$ cat config.mk
export PLATFORM = sky130hd
export DESIGN_NAME = pipe_trace_buffer
export DESIGN_NICKNAME = d
export VERILOG_FILES = /design/src/rtl/pipe_trace_buffer_pkg.sv /design/src/rtl/pipe_trace_buffer_trace_ram.sv /design/src/rtl/pipe_trace_buffer.sv
export SDC_FILE = /design/constraint.sdc
export NUM_CORES = 2
export LEC_CHECK = 0
export BUFFER_PORTS_ARGS = -buffer_cell sky130_fd_sc_hd__clkbuf_2
export CORE_ASPECT_RATIO = 1.75
export CORE_MARGIN = 1
export CORE_UTILIZATION = 60
export CTS_CLUSTER_SIZE = 20
export DETAILED_ROUTE_END_ITERATION = 12
export PLACE_DENSITY_LB_ADDON = 0.15
export RECOVER_POWER = 25
export SLEW_MARGIN = 20
export SYNTH_ARGS = -nofsm -noshare
export SYNTH_HDL_FRONTEND = slang
export SYNTH_SLANG_ARGS = --single-unit
$ cat constraint.sdc
create_clock -name clk -period 10.5 [get_ports clk]
set_clock_uncertainty 0.15 [all_clocks]
set_input_delay 1.05 -clock clk [delete_from_list [all_inputs] [get_ports clk]]
set_output_delay 1.05 -clock clk [all_outputs]
set_load 0.1 [all_outputs]
$ cat src/rtl/pipe_trace_buffer_pkg.sv
`default_nettype none
// ============================================================================
// Package     : pipe_trace_buffer_pkg
// Description : Shared definitions for the pipeline trace buffer: capture
//               state encoding, pipeline channel indices and the helper that
//               sizes one stored trace entry.
// Revision    : 1.0 - initial release
// ============================================================================
package pipe_trace_buffer_pkg;

    // Capture state machine; the encoding is visible on state_o.
    typedef enum logic [1:0] {
        TRC_IDLE  = 2'd0,
        TRC_ARMED = 2'd1,
        TRC_POST  = 2'd2,
        TRC_DONE  = 2'd3
    } trc_state_t;

    // Channel slots of the five-stage CPU pipeline.
    localparam int CH_IF  = 0;
    localparam int CH_ID  = 1;
    localparam int CH_EX  = 2;
    localparam int CH_MEM = 3;
    localparam int CH_WB  = 4;
    localparam int CH_NUM = CH_WB + 1;

    // Width of one trace entry: {timestamp, per-channel valid, channel words}.
    function automatic int trc_entry_w(input int ts_w, input int num_ch, input int data_w);
        return ts_w + num_ch + num_ch * data_w;
    endfunction

endpackage
`default_nettype wire

$ cat src/rtl/pipe_trace_buffer_trace_ram.sv
`default_nettype none
// ============================================================================
// Module      : pipe_trace_buffer_trace_ram
// Description : Trace storage. DEPTH x WIDTH array with one write port and
//               one registered read port. The array itself is not reset; the
//               read register is, so the consumer sees zero after reset.
// Ports       : clk, reset_n          clock / async active-low reset
//               we, waddr, wdata      write port
//               re, raddr, rdata      registered read port (rdata holds when !re)
// Revision    : 1.0 - initial release
// ============================================================================
module pipe_trace_buffer_trace_ram #(
    parameter int DEPTH = 32,
    parameter int WIDTH = 101,
    parameter int AW    = $clog2(DEPTH)
) (
    input  logic             clk,
    input  logic             reset_n,
    input  logic             we,
    input  logic [AW-1:0]    waddr,
    input  logic [WIDTH-1:0] wdata,
    input  logic             re,
    input  logic [AW-1:0]    raddr,
    output logic [WIDTH-1:0] rdata
);

    logic [WIDTH-1:0] mem [DEPTH];

    always_ff @(posedge clk) begin
        if (we) begin
            mem[waddr] <= wdata;
        end
    end

    always_ff @(posedge clk or negedge reset_n) begin
        if (!reset_n) begin
            rdata <= '0;
        end else if (re) begin
            rdata <= mem[raddr];
        end
    end

endmodule
`default_nettype wire

$ cat src/rtl/pipe_trace_buffer.sv
`default_nettype none
// ============================================================================
// Module      : pipe_trace_buffer
// Description : Pipeline trace capture. While armed, every cycle samples the
//               NUM_CH stage words into a circular buffer; a programmable
//               match (or force_trig) on one channel triggers, post_count more
//               entries are taken, then the buffer freezes and is read out
//               oldest-first over a valid/ready port.
// Ports       : clk, reset_n                    clock / async active-low reset
//               ch_data, ch_valid               sampled pipeline channels
//               arm, force_trig                 control pulses
//               trig_ch, trig_value, trig_mask  trigger comparator setup
//               post_count                      entries after the trigger entry
//               state_o, entries                status
//               rd_valid, rd_ready, rd_data,
//               rd_trig                         readout port
// Revision    : 1.0 - initial release
// ============================================================================
module pipe_trace_buffer
    import pipe_trace_buffer_pkg::*;
#(
    parameter int  DATA_W = 16,
    parameter int  NUM_CH = CH_NUM,
    parameter int  DEPTH  = 32,
    parameter int  TS_W   = 16,
    parameter int  AW     = $clog2(DEPTH),
    localparam int CW     = (NUM_CH > 1) ? $clog2(NUM_CH) : 1,
    localparam int EW     = trc_entry_w(TS_W, NUM_CH, DATA_W)
) (
    input  logic                     clk,
    input  logic                     reset_n,
    input  logic [NUM_CH*DATA_W-1:0] ch_data,
    input  logic [NUM_CH-1:0]        ch_valid,
    input  logic                     arm,
    input  logic                     force_trig,
    input  logic [CW-1:0]            trig_ch,
    input  logic [DATA_W-1:0]        trig_value,
    input  logic [DATA_W-1:0]        trig_mask,
    input  logic [AW-1:0]            post_count,
    output logic [1:0]               state_o,
    output logic [AW:0]              entries,
    output logic                     rd_valid,
    input  logic                     rd_ready,
    output logic [EW-1:0]            rd_data,
    output logic                     rd_trig
);

    trc_state_t      state, state_nxt;
    logic [AW-1:0]   wr_ptr, rd_ptr, trig_idx, post_left;
    logic [TS_W-1:0] ts;

    logic [DATA_W-1:0] sel_data;
    logic              sel_valid;
    logic              match, hit;
    logic [AW-1:0]     post_clamped;
    logic              we;
    logic [AW-1:0]     wr_ptr_inc;
    logic [AW:0]       entries_inc;
    logic              pop, re;
    logic [AW-1:0]     fetch_idx;
    logic [AW:0]       remain;

    // Trigger channel select; an out-of-range trig_ch leaves sel_valid low,
    // so only force_trig can fire in that case.
    always_comb begin
        sel_data  = '0;
        sel_valid = 1'b0;
        for (int c = 0; c < NUM_CH; c++) begin
            if (trig_ch == CW'(c)) begin
                sel_data  = ch_data[c*DATA_W +: DATA_W];
                sel_valid = ch_valid[c];
            end
        end
    end

    assign match = sel_valid && (((sel_data ^ trig_value) & trig_mask) == '0);
    assign hit   = (state == TRC_ARMED) && (force_trig || match);

    // Longest post window keeps the trigger entry as the oldest survivor.
    assign post_clamped = (post_count >= AW'(DEPTH - 1)) ? AW'(DEPTH - 1) : post_count;

    assign we          = ((state == TRC_ARMED) || (state == TRC_POST)) && !arm;
    assign wr_ptr_inc  = wr_ptr + 1'b1;
    assign entries_inc = (entries == (AW+1)'(DEPTH)) ? entries : entries + 1'b1;

    // rd_ptr always names the entry currently presented (or about to be).
    // On a pop the following entry is fetched in the same cycle so the port
    // sustains one entry per cycle.
    assign pop       = (state == TRC_DONE) && rd_valid && rd_ready && !arm;
    assign fetch_idx = pop ? rd_ptr + 1'b1 : rd_ptr;
    assign remain    = pop ? entries - 1'b1 : entries;
    assign re        = (state == TRC_DONE) && !arm && (!rd_valid || pop) && (remain != '0);

    always_comb begin
        state_nxt = state;
        if (arm) begin
            state_nxt = TRC_ARMED;
        end else begin
            case (state)
                TRC_IDLE:  state_nxt = TRC_IDLE;
                TRC_ARMED: if (hit) state_nxt = (post_clamped == '0) ? TRC_DONE : TRC_POST;
                TRC_POST:  if (post_left == AW'(1)) state_nxt = TRC_DONE;
                TRC_DONE:  if (entries == '0) state_nxt = TRC_IDLE;
                default:   state_nxt = TRC_IDLE;
            endcase
        end
    end

    always_ff @(posedge clk or negedge reset_n) begin
        if (!reset_n) begin
            state     <= TRC_IDLE;
            wr_ptr    <= '0;
            rd_ptr    <= '0;
            entries   <= '0;
            ts        <= '0;
            trig_idx  <= '0;
            post_left <= '0;
            rd_valid  <= 1'b0;
            rd_trig   <= 1'b0;
        end else begin
            state <= state_nxt;
            ts    <= ts + 1'b1;
            if (arm) begin
                wr_ptr   <= '0;
                entries  <= '0;
                rd_valid <= 1'b0;
                rd_trig  <= 1'b0;
            end else begin
                if (we) begin
                    wr_ptr  <= wr_ptr_inc;
                    entries <= entries_inc;
                end
                if (hit) begin
                    trig_idx  <= wr_ptr;
                    post_left <= post_clamped;
                end else if (state == TRC_POST) begin
                    post_left <= post_left - 1'b1;
                end
                // Freeze: oldest entry is slot 0 until the buffer has wrapped.
                if ((state_nxt == TRC_DONE) && (state != TRC_DONE)) begin
                    rd_ptr <= (entries_inc < (AW+1)'(DEPTH)) ? '0 : wr_ptr_inc;
                end
                if (state == TRC_DONE) begin
                    if (pop) begin
                        rd_ptr  <= rd_ptr + 1'b1;
                        entries <= entries - 1'b1;
                    end
                    if (re) begin
                        rd_valid <= 1'b1;
                        rd_trig  <= (fetch_idx == trig_idx);
                    end else if (pop) begin
                        rd_valid <= 1'b0;
                    end
                end
            end
        end
    end

    assign state_o = state;

    pipe_trace_buffer_trace_ram #(
        .DEPTH (DEPTH),
        .WIDTH (EW),
        .AW    (AW)
    ) u_ram (
        .clk     (clk),
        .reset_n (reset_n),
        .we      (we),
        .waddr   (wr_ptr),
        .wdata   ({ts, ch_valid, ch_data}),
        .re      (re),
        .raddr   (fetch_idx),
        .rdata   (rd_data)
    );

endmodule
`default_nettype wire

==> flow_summary.toml <==
[status]
status = "finished, violations left"
violations = "max-capacitance violations, max-slew violations"

[synth]
synth_top_area_cell = "edfxtp_1"
synthFlopType = "edfxtp_1"
synth_warnings = 0
synth_area_mm2 = 0.129
ys_ff_latch = 3379
ys_seq_area_share_pct = 77.8
synth_edf_count = 3232
synth_top_cell_area_share_pct = 75.0
synthTopCellsByArea = "edfxtp_1 75%, mux4_2 18%, dfrtp_1 2.8%"
synth_cell_types = 72
syn-num-nets = 5559
synth_cells = 5413
async_reset_ff_share_pct = 4.35
syn_avg_cell_area_um2 = 23.9

[pwr]
vdd_drop_max_mv = 0.154
powerDensity_mw_per_mm2 = 195
power.total_mw = 28.1
p_leak_nw = 47.6

[drt]
dr.pass1.iters = 6
wl_per_cell_um = 37.2
drc = 0
ant_nets = 0
vias = 61800
drt-initial-drc-count = 7868
routed_wirelength_um = 331000
vias_per_cell = 6.95

[clocking]
clockBufferDepth = 4
cts_inserted_buffers = 292
clock-sinks = 3379
h-tree-depth = 5
clock_latency_ns = 0.85
postCtsSetupRepairBufs = 0
cts_root_buffer = "clkbuf_16"
cts_tree = "yes"
clkTransAtPathRegs_ns = 0.07

[grt]
grt_pass1_vias = 62000
grt_pass1_wl_um = 464000
grt_max_degree = 150
grt_usage_pct = 30.7
antenna_found_initial = 32
grt_overflow = 0

[critical_path]
crit_start = "state_o[0]$_DFF_PN0_"
slowest_stage = "nor2_4"
path_common_cell = "buf_4"
rr_startpoint = "state_o[0]$_DFF_PN0_"
cp-end-kind = "register"
worst_setup_path_start_kind = "register"
path_max_fanout = 29
cp_num_buf_inv = 3
critical_path_class = "register to register"
crit_family = "simple AND/OR/NAND/NOR gates"
required_ns = 11.04
critPathArrivalTime_ns = 6.12
crit_chain = "ha_1 > nand4_1 > and2_1 > nor2_4 > buf_4 > buf_4 > buf_4 > mux4_2 > mux4_2 > mux2i_1 > a21oi_1"
slowest_delay_ns = 0.78

[timing]
slew_violations = 310
tns_ns = 0
relSlewSlack_pct = -29.2
rsz0062_at_grt = "no"
fin_crit_sh_pct = 53.2
setup_viol = 0
worst_pin_slew_ns = 1.94
fmax_ghz = 0.179
finalCriticalPeriod_ns = 5.58
hold_viol_final = 0

[die]
pin_count = 241
core_area_mm2 = 0.215
std_cell_rows = 225
dieArea_mm2 = 0.218
die_h_um = 617
die_w_um = 353
initial_utilization_pct = 60.4

[hold_path]
hp-start = "trig_idx[4]$_DFFE_PN0P_"
hp-class = "register to register"

[placed_design]
io_buffer_count = 240
hpwlAfterDp_um = 158000
gp_congestion = 0.803

[finish]
final_layout_size_suffix_gt1_share_pct = 30.1
areaGrowthSynthToFinish_pct = 11.2
num-nets-final = 5955
mostFrequentLayoutCells = "3232 x edfxtp_1, 1014 x mux4_2, 301 x clkbuf_16"
final_common_cell = "edfxtp_1"

[job]
drv_cap = 13
repair_timing:
| item | CTS | global route |
|---|---|---|
| hold buffers | 1 | 0 |
| hold endpoints to repair | 3 | 0 |
| gates resized for setup | 0 | 0 |
sequential cells by signal, summed over array words and instances, names as in the netlist, 2 cells and up:
signal / count
trig_idx: 5
rd_ptr: 5
state_o: 2
u_ram.rdata: 101
ts: 16
entries: 6
wr_ptr: 5
post_left: 5
u_ram.mem: 3232
cells in the mapped netlist (25+ instances only):
cell type  count
buf_1         30
a21oi_1      127
clkbuf_1     150
buf_2         91
mux4_2      1014
nand2_1       43
dfrtp_1      147
xnor2_1       26
nor2_1       175
mux2i_1      121
edfxtp_1    3232
inv_1         25
metal layers:
layer | vias to the layer above | GRT usage, % | part of all wire [%]
met5 | - | 0 | 0.062
met4 | 32 | 8.38 | 2.9
met3 | 605 | 5.93 | 9.8
met2 | 3581 | 50.5 | 50
met1 | 33600 | 42.6 | 37
li1 | 23900 | - | -
path summary, 6_finish.rpt:
check / end / slack [ns] / depth (start not counted)
max in group asynchronous: u_ram.rdata[21]$_DFFE_PN0P_ / 7.53 / 4
hold / removal: trig_idx[4]$_DFFE_PN0P_ / 0.38 / 1
min in group asynchronous: u_ram.rdata[98]$_DFFE_PN0P_ / 0.62 / 2
setup / recovery: u_ram.rdata[30]$_DFFE_PN0P_ / 4.92 / 11
setup reg to reg: u_ram.rdata[30]$_DFFE_PN0P_ / 4.92 / 11
hold reg to reg: trig_idx[4]$_DFFE_PN0P_ / 0.38 / 1
metrics by stage:
step	std cells	instance area (um^2)	setup WS, ns	utilization [%]	hold WS (ns)
finish	8886	144000	4.92	67.1	0.378
global route	8880	144000	4.54	67.1	0.387
CTS	8873	144000	4.87	67.2	0.367
detailed placement	8351	135000	4.05	62.8	0.366
global placement	8349	135000	4.08	62.8	0.361
floorplan	5413	129000	3.55	-	0.350
power by group:
part	internal, mW	switching (mW)	leakage, nW
combinational	0.464	1.85	11.7
sequential	15.0	0.183	31.3
clock	5.93	4.73	4.58
total	21.4	6.76	47.6
worst reg2reg max path: stages, from the launching register on:
cell,delay (ns)
dfrtp_1,0.46
ha_1,0.25
nand4_1,0.55
and2_1,0.45
nor2_4,0.78
buf_4,0.45
buf_4,0.56
buf_4,0.47
mux4_2,0.57
mux4_2,0.49
mux2i_1,0.17
a21oi_1,0.09
final cells by class:
cell class / instances / area [um^2]
diodes: 13 / 32.5
clock buffers: 382 / 8080
clock inverters: 139 / 1220
fillers: 13300 / 70500
inverters: 26 / 97.6
multi-input cells: 1730 / 27800
flip-flops and latches: 3379 / 101000
well taps: 2837 / 3550
repair buffers: 380 / 2550
logic make-up (layout without fill, tap and decap cells):
kind of cell	count (synthesis)	after routing	synth area share, %
other cells	0	13	0
flops	3379	3379	77.8
buf+inv	304	927	0.992
fa+ha+maj	16	16	0.155
simple gates	314	314	1.11
compound gates	215	215	1.00
mux	1146	1146	18.7
xor+xnor	39	39	0.264
Note: power is estimated with default switching activity, not from simulation.
